## src/rtl/vga_timing_pkg.sv

```systemverilog
// Shared VGA raster types and default 640x480@60 timing.
// Axis totals are derived here so the top and the counters agree on geometry.
package vga_timing_pkg;

    typedef enum logic [1:0] {
        PH_ACTIVE = 2'd0,
        PH_FRONT  = 2'd1,
        PH_SYNC   = 2'd2,
        PH_BACK   = 2'd3
    } phase_e;

    localparam int unsigned CNT_W     = 10;
    localparam int unsigned MAX_TOTAL = 1024;

    localparam int unsigned CLK_DIV_DEF  = 4;
    localparam int unsigned H_ACTIVE_DEF = 640;
    localparam int unsigned H_FP_DEF     = 16;
    localparam int unsigned H_SYNC_DEF   = 96;
    localparam int unsigned H_BP_DEF     = 48;
    localparam int unsigned V_ACTIVE_DEF = 480;
    localparam int unsigned V_FP_DEF     = 10;
    localparam int unsigned V_SYNC_DEF   = 2;
    localparam int unsigned V_BP_DEF     = 33;

    function automatic int unsigned h_total(input int unsigned active, input int unsigned fp,
                                            input int unsigned sync, input int unsigned bp);
        return active + fp + sync + bp;
    endfunction

    function automatic int unsigned v_total(input int unsigned active, input int unsigned fp,
                                            input int unsigned sync, input int unsigned bp);
        return active + fp + sync + bp;
    endfunction

endpackage

```

## src/rtl/vga_timing_ctrl_if.sv

```systemverilog
// Raster timing bundle: run enable in, pixel coordinates, syncs and pulses out.
interface vga_timing_ctrl_if;
    import vga_timing_pkg::*;

    logic             en;
    logic             pixel_tick;
    logic [CNT_W-1:0] h_count;
    logic [CNT_W-1:0] v_count;
    logic             hsync;
    logic             vsync;
    logic             video_on;
    logic             line_end;
    logic             frame_end;

    modport master (
        input  en,
        output pixel_tick, h_count, v_count, hsync, vsync, video_on, line_end, frame_end
    );

    modport slave (
        output en,
        input  pixel_tick, h_count, v_count, hsync, vsync, video_on, line_end, frame_end
    );

endinterface

```

## src/rtl/vga_axis_counter.sv

```systemverilog
// One raster axis: wrapping counter plus ACTIVE/FRONT/SYNC/BACK phase FSM.
// Phase is decided from the next count so it always matches the registered count.
module vga_axis_counter
    import vga_timing_pkg::*;
#(
    parameter int unsigned ACTIVE_LEN = H_ACTIVE_DEF,
    parameter int unsigned FP         = H_FP_DEF,
    parameter int unsigned SYNC       = H_SYNC_DEF,
    parameter int unsigned BP         = H_BP_DEF
) (
    input  logic             clk,
    input  logic             reset,
    input  logic             i_advance,
    output logic [CNT_W-1:0] o_count,
    output phase_e           o_phase,
    output logic             o_wrap
);
    localparam int unsigned      Total      = ACTIVE_LEN + FP + SYNC + BP;
    localparam logic [CNT_W-1:0] LastCnt    = CNT_W'(Total - 1);
    localparam logic [CNT_W-1:0] FrontStart = CNT_W'(ACTIVE_LEN);
    localparam logic [CNT_W-1:0] SyncStart  = CNT_W'(ACTIVE_LEN + FP);
    localparam logic [CNT_W-1:0] BackStart  = CNT_W'(ACTIVE_LEN + FP + SYNC);

    logic [CNT_W-1:0] r_count;
    logic [CNT_W-1:0] w_next_count;
    phase_e           r_phase;
    phase_e           w_next_phase;

    assign o_wrap  = i_advance && (r_count == LastCnt);
    assign o_count = r_count;
    assign o_phase = r_phase;

    always_comb begin
        w_next_count = r_count;
        w_next_phase = r_phase;
        if (i_advance) begin
            w_next_count = o_wrap ? '0 : r_count + CNT_W'(1);
            unique case (r_phase)
                PH_ACTIVE: if (w_next_count == FrontStart) w_next_phase = PH_FRONT;
                PH_FRONT:  if (w_next_count == SyncStart)  w_next_phase = PH_SYNC;
                PH_SYNC:   if (w_next_count == BackStart)  w_next_phase = PH_BACK;
                PH_BACK:   if (o_wrap)                     w_next_phase = PH_ACTIVE;
            endcase
        end
    end

    always_ff @(posedge clk) begin
        if (reset) begin
            r_count <= '0;
            r_phase <= PH_ACTIVE;
        end else begin
            r_count <= w_next_count;
            r_phase <= w_next_phase;
        end
    end

endmodule

```

## src/rtl/vga_timing_ctrl.sv

```systemverilog
// VGA raster sequencer: pixel-rate divider driving horizontal and vertical axis counters.
// Syncs follow the axis phases, so they naturally hold while en is low.
module vga_timing_ctrl
    import vga_timing_pkg::*;
#(
    parameter int unsigned CLK_DIV  = CLK_DIV_DEF,
    parameter int unsigned H_ACTIVE = H_ACTIVE_DEF,
    parameter int unsigned H_FP     = H_FP_DEF,
    parameter int unsigned H_SYNC   = H_SYNC_DEF,
    parameter int unsigned H_BP     = H_BP_DEF,
    parameter int unsigned V_ACTIVE = V_ACTIVE_DEF,
    parameter int unsigned V_FP     = V_FP_DEF,
    parameter int unsigned V_SYNC   = V_SYNC_DEF,
    parameter int unsigned V_BP     = V_BP_DEF
) (
    input  logic              clk,
    input  logic              reset,
    vga_timing_ctrl_if.master io_bus
);
    localparam int unsigned     HTotal  = h_total(H_ACTIVE, H_FP, H_SYNC, H_BP);
    localparam int unsigned     VTotal  = v_total(V_ACTIVE, V_FP, V_SYNC, V_BP);
    localparam int unsigned     DivW    = (CLK_DIV > 1) ? $clog2(CLK_DIV) : 1;
    localparam logic [DivW-1:0] DivLast = DivW'(CLK_DIV - 1);

    if (CLK_DIV < 1) begin : g_bad_div
        $error("vga_timing_ctrl: CLK_DIV must be at least 1");
    end
    if (HTotal > MAX_TOTAL) begin : g_bad_htotal
        $error("vga_timing_ctrl: H_TOTAL exceeds 10-bit counter range");
    end
    if (VTotal > MAX_TOTAL) begin : g_bad_vtotal
        $error("vga_timing_ctrl: V_TOTAL exceeds 10-bit counter range");
    end

    logic [DivW-1:0] r_div;
    logic            r_en_q;
    logic            w_pixel_tick;
    logic            w_h_wrap;
    logic            w_v_wrap;
    phase_e          w_h_phase;
    phase_e          w_v_phase;

    assign w_pixel_tick = io_bus.en && (r_div == DivLast);

    always_ff @(posedge clk) begin
        if (reset) begin
            r_div  <= '0;
            r_en_q <= 1'b0;
        end else begin
            r_en_q <= io_bus.en;
            if (io_bus.en) begin
                r_div <= w_pixel_tick ? '0 : r_div + DivW'(1);
            end
        end
    end

    vga_axis_counter #(
        .ACTIVE_LEN (H_ACTIVE),
        .FP         (H_FP),
        .SYNC       (H_SYNC),
        .BP         (H_BP)
    ) u_h_axis (
        .clk       (clk),
        .reset     (reset),
        .i_advance (w_pixel_tick),
        .o_count   (io_bus.h_count),
        .o_phase   (w_h_phase),
        .o_wrap    (w_h_wrap)
    );

    vga_axis_counter #(
        .ACTIVE_LEN (V_ACTIVE),
        .FP         (V_FP),
        .SYNC       (V_SYNC),
        .BP         (V_BP)
    ) u_v_axis (
        .clk       (clk),
        .reset     (reset),
        .i_advance (w_h_wrap),
        .o_count   (io_bus.v_count),
        .o_phase   (w_v_phase),
        .o_wrap    (w_v_wrap)
    );

    assign io_bus.pixel_tick = w_pixel_tick;
    assign io_bus.line_end   = w_h_wrap;
    assign io_bus.frame_end  = w_v_wrap;
    assign io_bus.hsync      = (w_h_phase != PH_SYNC);
    assign io_bus.vsync      = (w_v_phase != PH_SYNC);
    assign io_bus.video_on   = (w_h_phase == PH_ACTIVE) && (w_v_phase == PH_ACTIVE) && r_en_q;

endmodule

```

## src/flat_wrapper.sv

```systemverilog
// flat-port wrapper written by rule: the top's interface ports become plain ports
module vga_timing_ctrl_flat import vga_timing_pkg::*;
#(
    parameter int unsigned CLK_DIV  = CLK_DIV_DEF,
    parameter int unsigned H_ACTIVE = H_ACTIVE_DEF,
    parameter int unsigned H_FP     = H_FP_DEF,
    parameter int unsigned H_SYNC   = H_SYNC_DEF,
    parameter int unsigned H_BP     = H_BP_DEF,
    parameter int unsigned V_ACTIVE = V_ACTIVE_DEF,
    parameter int unsigned V_FP     = V_FP_DEF,
    parameter int unsigned V_SYNC   = V_SYNC_DEF,
    parameter int unsigned V_BP     = V_BP_DEF
)
  (clk, reset, io_bus_en, io_bus_pixel_tick, io_bus_h_count, io_bus_v_count, io_bus_hsync, io_bus_vsync, io_bus_video_on, io_bus_line_end, io_bus_frame_end);
  vga_timing_ctrl_if io_bus_i ();
  input  logic clk;
  input  logic reset;
  input wire logic [$bits(io_bus_i.en)-1:0] io_bus_en;
  output wire logic [$bits(io_bus_i.pixel_tick)-1:0] io_bus_pixel_tick;
  output wire logic [$bits(io_bus_i.h_count)-1:0] io_bus_h_count;
  output wire logic [$bits(io_bus_i.v_count)-1:0] io_bus_v_count;
  output wire logic [$bits(io_bus_i.hsync)-1:0] io_bus_hsync;
  output wire logic [$bits(io_bus_i.vsync)-1:0] io_bus_vsync;
  output wire logic [$bits(io_bus_i.video_on)-1:0] io_bus_video_on;
  output wire logic [$bits(io_bus_i.line_end)-1:0] io_bus_line_end;
  output wire logic [$bits(io_bus_i.frame_end)-1:0] io_bus_frame_end;
  assign io_bus_i.en = io_bus_en;
  assign io_bus_pixel_tick = io_bus_i.pixel_tick;
  assign io_bus_h_count = io_bus_i.h_count;
  assign io_bus_v_count = io_bus_i.v_count;
  assign io_bus_hsync = io_bus_i.hsync;
  assign io_bus_vsync = io_bus_i.vsync;
  assign io_bus_video_on = io_bus_i.video_on;
  assign io_bus_line_end = io_bus_i.line_end;
  assign io_bus_frame_end = io_bus_i.frame_end;
  vga_timing_ctrl #(.CLK_DIV(CLK_DIV), .H_ACTIVE(H_ACTIVE), .H_FP(H_FP), .H_SYNC(H_SYNC), .H_BP(H_BP), .V_ACTIVE(V_ACTIVE), .V_FP(V_FP), .V_SYNC(V_SYNC), .V_BP(V_BP)) u_core (.clk(clk), .reset(reset), .io_bus(io_bus_i));
endmodule
```

## config.mk

```make
export PLATFORM = sky130hd
export DESIGN_NAME = vga_timing_ctrl_flat
export DESIGN_NICKNAME = d
export VERILOG_FILES = /design/src/rtl/vga_timing_pkg.sv /design/src/rtl/vga_timing_ctrl_if.sv /design/src/rtl/vga_axis_counter.sv /design/src/rtl/vga_timing_ctrl.sv /design/src/flat_wrapper.sv
export SDC_FILE = /design/constraint.sdc
export NUM_CORES = 1
export LEC_CHECK = 0
export BUFFER_PORTS_ARGS = -buffer_cell sky130_fd_sc_hd__buf_2
export CAP_MARGIN = 20
export CORE_MARGIN = 3
export CORE_UTILIZATION = 35
export DETAILED_ROUTE_END_ITERATION = 6
export PLACE_DENSITY = 0.65
export SLEW_MARGIN = 20
export SYNTH_ARGS = -nofsm -noshare
export SYNTH_HDL_FRONTEND = slang
export SYNTH_SLANG_ARGS = --single-unit
```

## constraint.sdc

```tcl
create_clock -name clk -period 2.6 [get_ports clk]
set_input_delay 0.52 -clock clk [delete_from_list [all_inputs] [get_ports clk]]
set_output_delay 0.52 -clock clk [all_outputs]
set_load 0.01 [all_outputs]
```

==> results.py <==
metrics = {
    "route": {
        "first_pass_iters": 4,
        "drc": 0,
        "drtIter0Drc": 80,
        "vias_per_cell": 5.27,
        "vias": 1760,
        "wl_per_cell_um": 13.1,
        "antenna_left": 0,
        "routed_wl_um": 4380,
    },
    "sta": {
        "slew_viol_final": 0,
        "slew-limit-headroom": 0.636,
        "hold_viol_final": 0,
        "setup_viol": 0,
        "finalCriticalPeriod_ns": 2.48,
        "max_freq_ghz": 0.404,
        "worst_slack_ns": 0.123,
        "fin_skew_ns": 0.00524,
        "finalSetupTns_ns": 0,
        "worstMarginPinSlew_ns": 0.546,
        "rsz0062_at_grt": "false",
        "finalCritPeriodShare": 0.953,
    },
    "cells_and_area": {
        "seq_area_um2": 542,
        "layout_commonest_cell": "buf_2",
        "multiInputGateArea_um2": 1200,
        "layout_common_cells": "buf_2 (28), dfxtp_1 (26), nor2_1 (23)",
        "final_util": 0.414,
        "layout.nets": 282,
        "n_antenna_cell": 0,
        "drive_above_1_share": 0.216,
        "fillers": 560,
        "final_cell_area_um2": 2170,
        "area.growth.synth_to_final_pct": 12.0,
    },
    "power_and_ir_drop": {
        "vdd_drop_max_mv": 0.352,
        "leakagePower_nw": 0.848,
        "total_power_w": 0.000689,
        "power_density_nw_per_um2": 317,
    },
    "critical_path": {
        "crit_path_end_kind": "output port",
        "worstSetupEndpoint": "io_bus_line_end",
        "required_ns": 2.08,
        "arrival_ns": 1.96,
        "crit_path_max_fanout": 12,
        "start_kind": "register",
        "reg2regPathDepth": 8,
        "r2r-start": "u_core.u_v_axis.o_count[0]",
        "critPathKind": "reg2out",
        "rrSetupSlack_ns": 0.33,
        "startpoint": "u_core.r_div[0]",
        "reg2reg_to": "u_core.u_v_axis.o_phase[0]",
    },
    "die": {
        "ios": 29,
        "die-area_um2": 6460,
        "rows": 26,
        "start_util": 0.370,
        "die_h_um": 80.4,
        "die_x_um": 80.4,
        "core_area_um2": 5240,
    },
    "clocking": {
        "clockBufferDepth": 2,
        "cts.sinks": 27,
        "clock_latency_ns": 0.27,
        "cts-root-buf": "clkbuf_8",
        "clk_pin_slew_ns": 0.09,
        "htree_levels": 1,
        "cts_inserted_buffers": 3,
        "cts_hold_buf": 0,
        "cts_tree": "built",
    },
    "synthesis": {
        "synth_cell_types": 54,
        "synth_edf_count": 0,
        "synth_seq_cells": 27,
        "yosys_warnings": 0,
        "ys_seq_area_frac": 0.279,
        "synth_cells": 235,
        "avgSynthCellArea_um2": 8.24,
        "syn_nets": 252,
        "synthFlopType": "dfxtp_1",
        "synth.cell_area_um2": 1940,
        "ys_async_sr_fraction": 0,
    },
    "grt": {
        "grt_pass1_vias": 1665,
        "grt_pass1_wl_um": 7650,
        "antenna_found_initial": 0,
        "grt_use_total": 0.144,
        "grt-ovfl-total": 0,
        "grt_max_degree": 32,
    },
    "placement": {
        "gp_congestion": 0.783,
        "placed_area_um2": 2120,
        "io_buffers": 28,
        "place_ws_ns": 0.261,
        "dp_hpwl_um": 3230,
    },
    "min_path": {
        "min_path_type": "reg2reg",
        "hold_start": "u_core.r_div[1]",
    },
    "status": {
        "outcome": "finished clean",
    },
    "flow_run": {
        "cap_viol_max_count": 0,
    },
}
-- Yosys cell counts (all sizes together), types with 2 or more instances --
cell type	n	area share
a21oi	17	0.044
a311oi	3	0.014
a31oi	3	0.0097
a41oi	2	0.0090
and2	2	0.0071
and3	4	0.013
and4	3	0.014
buf	8	0.049
clkbuf	6	0.017
clkinv	2	0.010
dfxtp	27	0.28
ha	14	0.090
inv	12	0.023
mux2i	4	0.021
nand2	17	0.038
nand2b	9	0.029
nand3	9	0.023
nand4	6	0.023
nor2	23	0.045
nor3	11	0.028
o21a	2	0.0077
o21ai	10	0.026
or3	5	0.016
or4	5	0.023
xnor2	8	0.036
xor2	5	0.023
-- final cells by class --
type	count	area share
multi-input combinational	180	0.555
sequential	27	0.250
timing repair buffer	39	0.103
tap	70	0.0404
inverter	14	0.0300
clock buffer	3	0.0190
clock inverter	1	0.00346
-- report_power, final --
part | leakage, nW | internal [W] | switching, W
logic | 0.608 | 0.00000904 | 0.0000153
clock network | 0.0217 | 0.000109 | 0.000137
registers | 0.219 | 0.000417 | 0.00000220
-- worst min path at each step --
stage | end | slack [ns] | depth (start not counted)
after CTS | u_core.r_div[1] | 0.52 | 2
after global placement | u_core.r_div[1] | 0.48 | 2
after floorplan | u_core.r_div[1] | 0.46 | 2
after global routing | u_core.u_h_axis.o_phase[1] | 0.56 | 2
after detailed placement | u_core.r_div[1] | 0.50 | 2
final | u_core.r_div[1] | 0.51 | 2
-- timing repair --
action,CTS,global route
setup endpoints to repair,0,1
resized for setup,0,1
buffers inserted,0,0
-- flip-flops by register name (all words and copies together) (netlist names) --
register and cells:
u_core.u_h_axis.o_phase 2, u_core.u_v_axis.o_phase 2, u_core.r_div 2, u_core.u_v_axis.o_count 10
u_core.u_h_axis.o_count 10, u_core.r_en_q 1
-- metrics by stage --
step                instances  hold WS, ns
floorplan                 235        0.465
global placement          330        0.482
detailed placement        330        0.498
CTS                       334        0.523
global route              334        0.558
finish                    334        0.511
-- per-layer routing --
layer	share of wire	global-route usage	vias to the layer above
li1	-	-	900
met1	0.49	0.194	828
met2	0.46	0.234	28
met3	0.039	0.0314	4
met4	0.0091	0.0338	0
met5	0	0	-
-- critical path: stages (launching register included) --
cell and delay (ns):
dfxtp_1 0.37, ha_1 0.20, nand4b_1 0.13, or4_4 0.54
buf_4 0.21, clkinv_8 0.09, buf_2 0.14
-- cells by family (layout without fill, tap and decap cells) --
group,after synthesis,count (layout),share of synthesized area
AND/OR/NAND/NOR,100,100,0.284
AO/OA/AOI/OAI,48,48,0.162
buffers and inverters,28,57,0.0995
flip-flops,27,27,0.279
adder cells (fa/ha/maj),14,14,0.0904
XOR/XNOR,13,13,0.0588
multiplexers,5,5,0.0265
Note: power is estimated with default switching activity, not from simulation.
